==> src/rtl/fetch_decode_stage_pkg.sv <==
// fetch_decode_stage_pkg: opcode/state enums, ALU encodings and HALT encoding shared by the fetch/decode slice
package fetch_decode_stage_pkg;
  typedef enum logic [2:0] {
    OP_ADD = 3'b000,
    OP_SUB = 3'b001,
    OP_AND = 3'b010,
    OP_XOR = 3'b011,
    OP_LDI = 3'b100,
    OP_LW  = 3'b101,
    OP_SW  = 3'b110,
    OP_BRZ = 3'b111
  } opcode_e;
  typedef enum logic [1:0] {
    S_FETCH = 2'd0,
    S_WAIT  = 2'd1,
    S_ISSUE = 2'd2,
    S_HALT  = 2'd3
  } state_e;
  localparam logic [1:0] ALU_ADD = 2'b00;
  localparam logic [1:0] ALU_SUB = 2'b01;
  localparam logic [1:0] ALU_AND = 2'b10;
  localparam logic [1:0] ALU_XOR = 2'b11;
  // HALT shares the BRZ opcode; b=111 is what distinguishes it
  localparam logic [8:0] HALT_INSTR = 9'b111_000_111;
  typedef struct packed {
    logic [2:0] reg1;
    logic [2:0] reg2;
    logic [2:0] reg_write;
    logic       reg_we;
    logic [1:0] alu_op;
    logic [2:0] imm;
    logic       is_load;
    logic       is_store;
    logic       is_branch;
    logic       is_halt;
  } dec_t;
  function automatic logic [1:0] alu_of(logic [2:0] op);
    return op == OP_ADD ? ALU_ADD : op == OP_SUB ? ALU_SUB : op == OP_AND ? ALU_AND : ALU_XOR;
  endfunction
  function automatic logic is_halt_instr(logic [8:0] i);
    return i[8:6] == HALT_INSTR[8:6] && i[2:0] == HALT_INSTR[2:0];
  endfunction
endpackage

==> src/rtl/fetch_decode_stage_instr_decoder.sv <==
// instr_decoder: combinational map from a 9-bit instruction word to register/ALU/class fields
module instr_decoder
  import fetch_decode_stage_pkg::*;
(
  input  logic [8:0] instr,
  output logic [2:0] reg1,
  output logic [2:0] reg2,
  output logic [2:0] reg_write,
  output logic       reg_we,
  output logic [1:0] alu_op,
  output logic [2:0] imm,
  output logic       is_load,
  output logic       is_store,
  output logic       is_branch,
  output logic       is_halt
);
  opcode_e op;
  logic [2:0] a, b;
  assign op = opcode_e'(instr[8:6]);
  assign a = instr[5:3];
  assign b = instr[2:0];
  always_comb begin
    reg1 = '0;
    reg2 = '0;
    reg_write = '0;
    alu_op = '0;
    imm = '0;
    is_load = 1'b0;
    is_store = 1'b0;
    is_branch = 1'b0;
    is_halt = 1'b0;
    case (op)
      OP_ADD, OP_SUB, OP_AND, OP_XOR: begin
        reg_write = a;
        reg1 = a;
        reg2 = b;
        alu_op = alu_of(op);
      end
      OP_LDI: begin
        reg_write = a;
        imm = b;
      end
      OP_LW: begin
        reg_write = a;
        reg1 = b;
        is_load = 1'b1;
      end
      OP_SW: begin
        reg1 = b;
        reg2 = a;
        is_store = 1'b1;
      end
      OP_BRZ: begin
        is_halt = is_halt_instr(instr);
        reg1 = is_halt ? 3'd0 : a;
        imm = is_halt ? 3'd0 : b;
        is_branch = !is_halt;
      end
    endcase
  end
  // r0 is hardwired: a write targeting it is suppressed, and non-writing ops leave reg_write at 0
  assign reg_we = reg_write != 3'd0;
endmodule

==> src/rtl/fetch_decode_stage.sv <==
// fetch_decode_stage: PC + fetch/wait/issue/halt FSM with branch redirect and late-ack flush
module fetch_decode_stage
  import fetch_decode_stage_pkg::*;
#(
  parameter int PC_W     = 8,
  parameter int INSTR_W  = 9,
  parameter int START_PC = 0
) (
  input  logic               clk,
  input  logic               reset,
  output logic [PC_W-1:0]    imem_addr,
  output logic               imem_req,
  input  logic               imem_ack,
  input  logic [INSTR_W-1:0] imem_data,
  input  logic               stall,
  input  logic               branch_taken,
  input  logic [PC_W-1:0]    branch_target,
  output logic [2:0]         reg1,
  output logic [2:0]         reg2,
  output logic [2:0]         reg_write,
  output logic               reg_we,
  output logic [1:0]         alu_op,
  output logic [2:0]         imm,
  output logic               is_load,
  output logic               is_store,
  output logic               is_branch,
  output logic               dec_valid,
  output logic               halted
);
  state_e state, state_nx;
  logic [PC_W-1:0] pc;
  logic drop, ack_ok, redirect, issuing;
  logic [2:0] d_reg1, d_reg2, d_reg_write, d_imm;
  logic [1:0] d_alu_op;
  logic d_reg_we, d_is_load, d_is_store, d_is_branch, d_is_halt;
  dec_t dec_q;
  instr_decoder u_dec (
    .instr    (imem_data[8:0]),
    .reg1     (d_reg1),
    .reg2     (d_reg2),
    .reg_write(d_reg_write),
    .reg_we   (d_reg_we),
    .alu_op   (d_alu_op),
    .imm      (d_imm),
    .is_load  (d_is_load),
    .is_store (d_is_store),
    .is_branch(d_is_branch),
    .is_halt  (d_is_halt)
  );
  assign redirect = branch_taken && state != S_HALT;
  assign ack_ok = state == S_WAIT && imem_ack && !drop && !branch_taken;
  always_ff @(posedge clk or negedge reset)
    if (!reset) state <= S_FETCH;
    else state <= state_nx;
  always_comb begin
    state_nx = state;
    case (state)
      S_FETCH: state_nx = S_WAIT;
      S_WAIT:  state_nx = ack_ok ? S_ISSUE : S_WAIT;
      S_ISSUE: state_nx = stall ? S_ISSUE : dec_q.is_halt ? S_HALT : S_FETCH;
      S_HALT:  state_nx = S_HALT;
    endcase
    if (redirect) state_nx = S_FETCH;
  end
  always_ff @(posedge clk or negedge reset)
    if (!reset) pc <= PC_W'(START_PC);
    else if (redirect) pc <= branch_target;
    else if (ack_ok) pc <= pc + 1'b1;
  // A redirect in WAIT leaves the old request outstanding unless its ack lands in the same cycle;
  // the next ack seen afterwards belongs to that stale request and is swallowed.
  always_ff @(posedge clk or negedge reset)
    if (!reset) drop <= 1'b0;
    else if (branch_taken && state == S_WAIT) drop <= drop || !imem_ack;
    else if (imem_ack) drop <= 1'b0;
  always_ff @(posedge clk or negedge reset)
    if (!reset) dec_q <= '0;
    else if (ack_ok) dec_q <= '{d_reg1, d_reg2, d_reg_write, d_reg_we, d_alu_op, d_imm,
                               d_is_load, d_is_store, d_is_branch, d_is_halt};
  assign issuing = state == S_ISSUE;
  // Request is gated by the reset pin so it stays low while reset is held and rises right after release
  always_comb begin
    imem_addr = pc;
    imem_req = reset && state == S_FETCH;
    dec_valid = issuing;
    halted = state == S_HALT;
    reg1 = issuing ? dec_q.reg1 : '0;
    reg2 = issuing ? dec_q.reg2 : '0;
    reg_write = issuing ? dec_q.reg_write : '0;
    reg_we = issuing && dec_q.reg_we;
    alu_op = issuing ? dec_q.alu_op : '0;
    imm = issuing ? dec_q.imm : '0;
    is_load = issuing && dec_q.is_load;
    is_store = issuing && dec_q.is_store;
    is_branch = issuing && dec_q.is_branch;
  end
endmodule

==> config.mk <==
export PLATFORM = sky130hd
export DESIGN_NAME = fetch_decode_stage
export DESIGN_NICKNAME = d
export VERILOG_FILES = /design/src/rtl/fetch_decode_stage_pkg.sv /design/src/rtl/fetch_decode_stage_instr_decoder.sv /design/src/rtl/fetch_decode_stage.sv
export SDC_FILE = /design/constraint.sdc
export NUM_CORES = 1
export LEC_CHECK = 0
export CAP_MARGIN = 20
export CORE_MARGIN = 3
export CORE_UTILIZATION = 47
export DETAILED_ROUTE_END_ITERATION = 8
export GPL_TIMING_DRIVEN = 0
export PLACE_DENSITY_LB_ADDON = 0.12
export SLEW_MARGIN = 10
export SYNTH_ARGS = -nofsm -noshare
export SYNTH_HDL_FRONTEND = slang
export SYNTH_HIERARCHICAL = 1
export SYNTH_SLANG_ARGS = --single-unit
==> constraint.sdc <==
create_clock -name clk -period 1.8 [get_ports clk]
set_input_delay 0.36 -clock clk [delete_from_list [all_inputs] [get_ports clk]]
set_output_delay 0.36 -clock clk [all_outputs]
set_load 0.02 [all_outputs]
# Yosys cells after proc, flatten, opt, wreduce, memory -nomap -nowiden
# Index checks and enable logic that the tools add are counted.
dict set report totals {
  ff_bits 30
  input_bits 22
  out_inout_bits 29
  word_cells 78
}
dict set report classes {
  n_addsub 1
  eq_ne 12
  muxes 28
  n_reduce_logical 24
}
# operator count
set op_table {}
lappend op_table {{$mux W3} 7}
lappend op_table {{$mux W2} 8}
lappend op_table {{$mux W8} 2}
lappend op_table {{$eq A3 B3 Y1 const B} 5}
lappend op_table {{$pmux W3 S2} 2}
lappend op_table {{$logic_and A1 B1 Y1} 11}
lappend op_table {{$pmux W3 S3} 1}
lappend op_table {{$add A8 B1 Y8 const B} 1}
lappend op_table {{$pmux W2 S4} 1}
lappend op_table {{$mux W1} 7}
lappend op_table {{$eq A3 B2 Y1 const B} 2}
lappend op_table {{$reduce_or A6 Y1} 1}
lappend op_table {{$eq A2 B2 Y1 const B} 2}
lappend op_table {{$logic_not A1 Y1} 4}
lappend op_table {{$reduce_bool A2 Y1} 2}
lappend op_table {{$reduce_or A4 Y1} 1}
lappend op_table {{$eq A3 B1 Y1 const B} 1}
lappend op_table {{$logic_not A3 Y1} 1}
lappend op_table {{$reduce_bool A3 Y1} 1}
lappend op_table {{$eq A2 B1 Y1 const B} 1}
lappend op_table {{$logic_not A2 Y1} 1}
lappend op_table {{$ne A2 B2 Y1 const B} 1}
lappend op_table {{$reduce_or A2 Y1} 1}
lappend op_table {{$logic_or A1 B1 Y1} 1}

# Logic depth before layout (Yosys ltp)
# Gate-level depths: netlist of run 1.
dict set report logic_depth {
  depth_word 7
  mapped_depth 6
  depth_no_buf 5
}

# Cells and area by module
# The synthesis of run 1 kept the hierarchy.
# module instances cells_each area_each_um2
set by_module_without_submodules {}
lappend by_module_without_submodules {fetch_decode_stage 1 124 1501.4}
lappend by_module_without_submodules {instr_decoder 1 37 222.7}

# Least setup slack after synthesis of run 1
# No wires, ideal clock.
dict set report synth_path {
  path_type {reg-to-output}
  start {register state[0]}
  end {output alu_op[0]}
  arrival_time_ps 1271
  required_time_ps 1440
  slack_ps 169
  stages_incl_launch_ff 4
  cell_sequence {dfrtp_1 and2b_1 clkbuf_1 and2_1}
}
dict set report synth_via {
  elab_chain_cells 2
}
# item line_no
set synth_rtl {}
lappend synth_rtl {{start, declared} fetch_decode_stage.sv:30} ;# state_e state, state_nx;
lappend synth_rtl {{start signal, assigned} fetch_decode_stage.sv:54} ;# else state <= state_nx;
lappend synth_rtl {{$eq A2 B2 Y1} fetch_decode_stage.sv:79} ;# assign issuing = state == S_ISSUE;
lappend synth_rtl {{net dec_valid} fetch_decode_stage.sv:27} ;# output logic dec_valid,
lappend synth_rtl {{$mux W2} fetch_decode_stage.sv:90} ;# alu_op = issuing ? dec_q.alu_op : '0;
lappend synth_rtl {{end, declared} fetch_decode_stage.sv:22} ;# output logic [1:0] alu_op,
# The timed path passes the listed nets, and every way through them passes these cells.

# Worst setup path after layout of run 1
dict set report layout_path {
  start {register state[0]}
  end {output is_load}
}
dict set report layout_via {
  elab_chain_cells 2
}
# item line_no
set layout_rtl {}
lappend layout_rtl {{$eq A2 B2 Y1} fetch_decode_stage.sv:79}
lappend layout_rtl {{$logic_and A1 B1 Y1} fetch_decode_stage.sv:92} ;# is_load = issuing && dec_q.is_load;
lappend layout_rtl {{end, declared} fetch_decode_stage.sv:24} ;# output logic is_load,
# No other way between the ends.

==> impl_metrics.csv, run 1 <==
group,metric,value,unit
status,outcome,"completed",
clocking,clock_tree.root_cell,"clkbuf_8",
place,port_buffers,50,
global_routing,grt_pass1_wl,6520,µm
timing,fin_crit_sh,0.964,
floorplanning,ios,51,
job,cap_violations,0,
timing,worst_pin_slew,0.395,ns
global_routing,first_global_vias,1337,
yosys,synth_top_area_frac,0.435,
worst_setup_path,crit_slowest_cell,"dfrtp_2",
detailed_routing,drtIter0Drc,83,
timing,rsz0062_at_grt,"false",
worst_setup_path,crit_buf_inv,2,
global_routing,grt_use_total,0.196,
clocking,tritoncts,"done",
timing,hold_ws,0.00718,ns
timing,timing_hold_violations_final,0,
worst_setup_path,max_stage_delay,0.43,ns
clocking,cts_buffers,5,
detailed_routing,drt_pass1_iterations,4,
detailed_routing,wirelength,4020,µm
yosys,synth_cell_types,40,
power,p_leak,1.08,nW
yosys,syn_area_per_cell,10.7,µm²
clocking,cts.sinks,30,
timing,skew,0.00588,ns
worst_setup_path,path_cells,"and2b_2 -> buf_8 -> and2_1 -> buf_2",
layout,finalNetCount,244,
floorplanning,die_y,66.6,µm
timing,maxSlewHeadroom,0.736,
worst_setup_path,critPathTopFamily,"flip-flops",
timing,final.setup.tns,0,ns
detailed_routing,drc,0,
floorplanning,die_area,0.00443,mm²
clocking,cts.clk_slew.worst_paths,0.06,ns
yosys,yosysSeqAreaShare,0.435,
timing,layout_min_cycle_time,1.74,ns
yosys,yosys_warnings,6,
worst_setup_path,endpoint_kind,"primary output",
worst_setup_path,path_class,"flop to primary output",
place,dp_cells,257,
yosys,syn_area,0.00172,mm²
layout,drive_gt1_frac,0.315,
global_routing,grt_max_degree,31,
yosys,synth-main-ff-cell,"dfrtp_1",
timing,fmaxAchievable,576,MHz
clocking,clk_latency,0.27,ns
yosys,ys_ff_latch,30,
layout,final_cell_count_no_fill,268,
timing,slew_viol_final,0,
yosys,synth_cells,161,
floorplanning,core_area,0.00344,mm²
floorplanning,die_x,66.6,µm
detailed_routing,ant_nets,0,
yosys,synth.area.top_cells,"dfrtp_1, mux2_2, and2_1",
power,power_density,1030,mW/mm²
floorplanning,start_util,0.501,
place,gp_congestion,0.845,
clocking,max-clock-path-buffers,2,
clocking,cts_htree_levels,2,
yosys,postSynth.asyncResetShare,1.00,
min_path,hold_class,"primary input to asynchronous set/reset pin",
timing,setup_viol,0,
detailed_routing,via_count,1381,
worst_setup_path,arrival,1.38,ns
global_routing,antenna_found_initial,0,
detailed_routing,post_drt_wl_per_cell,15.0,µm
worst_setup_path,worstPathMaxFanout,10,
layout,utilization,0.680,
yosys,syn-num-nets,184,
power,finalPower,2.41,mW
layout,antenna_cells,0,
worst_setup_path,cp.required,1.44,ns
layout,synthToLayoutAreaGrowth,35.7,%
power,ir_drop,508,µV
worst_setup_path,start_kind,"flop",
place,hpwl,3020,µm
yosys,yosys.area.top_type,"dfrtp_1",
worst_setup_path,timing.critical_path.from,"state[0]",
global_routing,overflow,0,
floorplanning,rows,21,
worst_setup_path,reg2reg_from,"state[1]",
detailed_routing,viasPerCell,5.15,
yosys,synth-edff-count,0,
## kinds of logic after synthesis
family	after synthesis	synth area share
fa+ha+maj	2	0.0131
mux	19	0.124
simple gates	70	0.266
compound gates	21	0.0835
buf+inv	12	0.0428
flops	30	0.435
xor+xnor	7	0.0356
## cell type report
| class | count | area [µm²] |
|---|---|---|
| clock buffer | 7 | 86.3 |
| timing repair buffer | 53 | 445 |
| sequential | 30 | 752 |
| fill | 279 | 1100 |
| tap | 46 | 57.6 |
| buffer | 7 | 73.8 |
| clock inverter | 1 | 5.00 |
| inverter | 5 | 18.8 |
| multi-input combinational | 119 | 901 |
## Yosys cell counts, types with 2 or more instances
library cell  instances
dfrtp_1              30
and2_1               22
mux2_2               19
nand2_1              13
nor2_1                7
o21ai_0               7
inv_1                 4
nand2b_1              4
nor3_2                4
xnor2_1               4
a22o_1                3
nand3_1               3
nor2b_1               3
o22ai_1               3
xor2_1                3
and3_1                2
and3b_1               2
buf_2                 2
buf_6                 2
clkbuf_1              2
nor3b_1               2
o21ai_1               2
## power breakdown
part	total (mW)	internal [mW]	switching, mW
registers	1.03	0.897	0.134
clock network	0.538	0.308	0.230
logic	0.839	0.453	0.386
total	2.41	1.66	0.750
## cells in the final DEF (no fill, tap or decap), types with 4 or more instances in the layout
| master | Yosys | final |
|---|---|---|
| dfrtp_1 | 30 | 29 |
| clkdlybuf4s50_1 | 0 | 28 |
| and2_1 | 22 | 22 |
| mux2_2 | 19 | 19 |
| buf_2 | 2 | 18 |
| nand2_1 | 13 | 13 |
| nor2_1 | 7 | 7 |
| o21ai_0 | 7 | 7 |
| clkbuf_8 | 0 | 6 |
| buf_6 | 2 | 4 |
| nand2b_1 | 4 | 4 |
| xnor2_1 | 4 | 4 |
| inv_1 | 4 | 4 |
| nor3_2 | 4 | 4 |
| buf_4 | 0 | 4 |
## state kept, by name, indices dropped and copies added, names as in the netlist
| register | cells |
|---|---|
| dec_q | 19 |
| state | 2 |
| drop | 1 |
| imem_addr | 8 |
## layer usage
metal | track usage | part of all wire | vias up
met3 | 0.0388 | 0.044 | 9
met2 | 0.314 | 0.49 | 36
li1 | - | - | 679
met4 | 0.0711 | 0.019 | 0
met5 | 0 | 0 | -
met1 | 0.261 | 0.45 | 657
## per-stage QoR
stage / area [µm²] / setup WS, ns
2_1_floorplan: 1720 / 0.169
3_3_place_gp: 2280 / -1.25
3_5_place_dp: 2280 / -0.388
4_1_cts: 2320 / -0.00810
5_1_grt: 2340 / 0.00163
6_report: 2340 / 0.0644
## timing repair
item                       in CTS  in global routing
gates cloned                    0                  0
resized for setup              83                  9
pin swaps                       0                  0
hold buffers                    1                  0
hold endpoints to repair       30                  0
setup endpoints to repair      21                 15
setup buffers                   1                  1
## path summary, 6_finish.rpt
kind | end | slack (ns) | cells after the start
setup / recovery | is_load | 0.06 | 4
hold / removal | state[1] | 0.007 | 2
setup reg to reg | dec_q[0] | 0.14 | 5
hold reg to reg | dec_q[13] | 0.50 | 1
max in group asynchronous | state[0] | 1.63 | 2
min in group clk | dec_q[13] | 0.50 | 1
Note: power is estimated with default switching activity, not from simulation.
==> inputs of run 2 (changes only) <==
--- a/config.mk
+++ b/config.mk
@@ -7,7 +7,8 @@
 export LEC_CHECK = 0
 export CAP_MARGIN = 20
 export CORE_MARGIN = 3
-export CORE_UTILIZATION = 47
+export CORE_UTILIZATION = 49
+export CTS_BUF_LIST = sky130_fd_sc_hd__clkbuf_4 sky130_fd_sc_hd__clkbuf_8
 export DETAILED_ROUTE_END_ITERATION = 8
 export GPL_TIMING_DRIVEN = 0
 export PLACE_DENSITY_LB_ADDON = 0.12
==> run 2 against run 1 <==
Effect of this change:
- the run now ends with negative setup slack left
- hold slack better by 0.50 ns
- utilization is 6.4 points higher
- combinational power is 6.2% higher
- via count is 2.6% higher
- first-iteration DRC count is 49% lower
- final cell count is 0.37% lower
- register-to-register slack better by 0.12 ns
==> impl_metrics.csv, run 2 (synthesis gave the netlist of run 1 again) <==
group,metric,value,unit
timing,slew_viol_final,0,
global_routing,grt_pass1_wl,6880,µm
worst_setup_path,reg2reg_to,"dec_q[15]",
job,cap_violations,0,
detailed_routing,drt_pass1_iterations,4,
worst_setup_path,endpoint_kind,"primary output",
min_path,hold_depth,1,
layout,drive_gt1_frac,0.350,
power,switching_power,763,µW
clocking,cts_buffers,5,
detailed_routing,viasPerCell,5.31,
clocking,cts_htree_levels,2,
place,place_ws,-0.396,ns
layout,final_cell_mix,"dfrtp_1, clkdlybuf4s50_1, mux2_2, and2_1, nand2_1",
layout,regMostFlops,"dec_q",
clocking,clock_tree.root_cell,"clkbuf_4",
timing,fin_crit_sh,1.01,
worst_setup_path,path_class,"flop to primary output",
place,dpl_cell_area,0.00227,mm²
layout,synthToLayoutAreaGrowth,38.2,%
power,p_leak,1.11,nW
timing,setup_viol,5,
layout,finalNetCount,246,
timing,worst_pin_slew,0.383,ns
worst_setup_path,path_cells,"and2b_2 -> buf_8 -> and2_1 -> buf_2",
floorplanning,rows,20,
global_routing,antenna_found_initial,0,
global_routing,first_global_vias,1518,
status,violations,"negative setup slack",
power,internal_power,1.56,mW
worst_setup_path,worstPathMaxFanout,10,
global_routing,grt_max_degree,31,
detailed_routing,post_drt_wl_per_cell,15.2,µm
floorplanning,start_util,0.538,
global_routing,overflow,0,
worst_setup_path,critPathTopFamily,"flip-flops",
worst_setup_path,arrival,1.46,ns
clocking,clk_latency,0.33,ns
timing,timing_hold_violations_final,0,
min_path,hp-start,"dec_q[18]",
worst_setup_path,regToRegSetupSlack,0.26,ns
min_path,min_to,"dec_q[18]",
timing,final.setup.tns,-0.0368,ns
worst_setup_path,reg2regPathDepth,4,
worst_setup_path,reg2reg_from,"state[1]",
clocking,cts.clk_slew.worst_paths,0.09,ns
power,power_density,977,mW/mm²
timing,fmaxAchievable,551,MHz
power,ir_drop,659,µV
layout,mostFrequentLayoutCell,"dfrtp_1",
timing,layout_min_cycle_time,1.82,ns
place,gp_congestion,0.799,
worst_setup_path,crit_buf_inv,2,
timing,worst_slack,-0.0155,ns
place,hpwl,3000,µm
power,pwr-share-seq,0.444,
detailed_routing,ant_nets,0,
floorplanning,die_area,0.00427,mm²
power,clock_power_share,0.174,
power,switching_share,0.328,
detailed_routing,drc,0,
clocking,max-clock-path-buffers,2,
worst_setup_path,max_stage_delay,0.43,ns
worst_setup_path,crit_slowest_cell,"dfrtp_1",
power,power_frac_comb,0.383,
worst_setup_path,cp.required,1.44,ns
layout,largest_reg_flops,19,
floorplanning,ios,51,
timing,maxSlewHeadroom,0.744,
layout,postLayoutCellArea,0.00238,mm²
floorplanning,die_y,65.3,µm
detailed_routing,drtIter0Drc,42,
global_routing,grt_use_total,0.210,
timing,rsz0062_at_grt,"true",
layout,antenna_cells,0,
floorplanning,core_area,0.00320,mm²
clocking,tritoncts,"done",
detailed_routing,wirelength,4070,µm
detailed_routing,via_count,1417,
timing,skew,0.00300,ns
place,port_buffers,50,
timing,hold_ws,0.503,ns
clocking,cts.sinks,30,
floorplanning,die_x,65.3,µm
min_path,hold_class,"flop to flop",
status,outcome,"finished with violations",
worst_setup_path,start_kind,"flop",
[run 2: changes by cell type in the layout (fill, tap and decap cells not counted), moves of 6 or more]
cell	change
clkbuf_8	-6
and2_4	+6
buf_6	+7
buf_2	-6
and2_1	-6
clkbuf_4	+7
[run 2: how the worst max path moves through the flow]
| stage | depth (start not counted) | startpoint | slack, ns | end |
|---|---|---|---|---|
| 3_3_place_gp | 3 | reset | -1.27 | imem_req |
| 6_report | 4 | state[1] | -0.02 | reg1[0] |
| 3_5_place_dp | 3 | reset | -0.40 | imem_req |
| 4_1_cts | 4 | state[0] | -0.01 | imm[1] |
| 2_1_floorplan | 3 | state[0] | 0.17 | alu_op[0] |
| 5_1_grt | 4 | state[1] | -0.09 | reg_we |
[run 2: worst reg2reg max path: cells and delay by family (launching register included)]
| kind | cells | cell delay [ns] |
|---|---|---|
| mux | 1 | 0.35 |
| buf+inv | 1 | 0.18 |
| flops | 1 | 0.43 |
| simple gates | 2 | 0.48 |
[run 2: power by group through the flow]
stage	combinational (mW)	clock (mW)	sequential [mW]
after floorplan	0.484	0	1.05
after global placement	0.818	0	1.03
after detailed placement	0.841	0	1.05
after CTS	0.869	0.407	1.03
after global routing	0.968	0.447	1.07
final	0.891	0.404	1.03
[run 2: final cells by class]
class	count	area (µm²)
multi-input cells	119	916
fillers	247	821
flip-flops and latches	30	752
repair buffers	55	510
plain buffers	7	77.6
well taps	44	55.1
clock buffers	7	52.6
inverters	5	18.8
[run 2: what timing repair did]
action / in CTS / in global routing
hold buffers: 2 / 0
hold endpoints to repair: 30 / 0
gates resized for setup: 93 / 25
endpoints found under the setup margin: 21 / 22
setup buffers: 3 / 0
pin swaps: 0 / 1
[run 2: per-stage QoR]
stage	utilization	power, mW	cells
detailed placement	0.710	1.89	255
finish	0.744	2.33	267
CTS	0.728	2.31	267
global route	0.744	2.48	267
floorplan	-	1.53	161
global placement	0.712	1.85	255
[run 2: per-layer routing]
metal / up-vias / global-route usage / part of all wire
met5: - / 0 / 0
met4: 0 / 0.0648 / 0.013
met3: 7 / 0.0667 / 0.055
met2: 41 / 0.363 / 0.52
met1: 690 / 0.248 / 0.42
li1: 679 / - / -
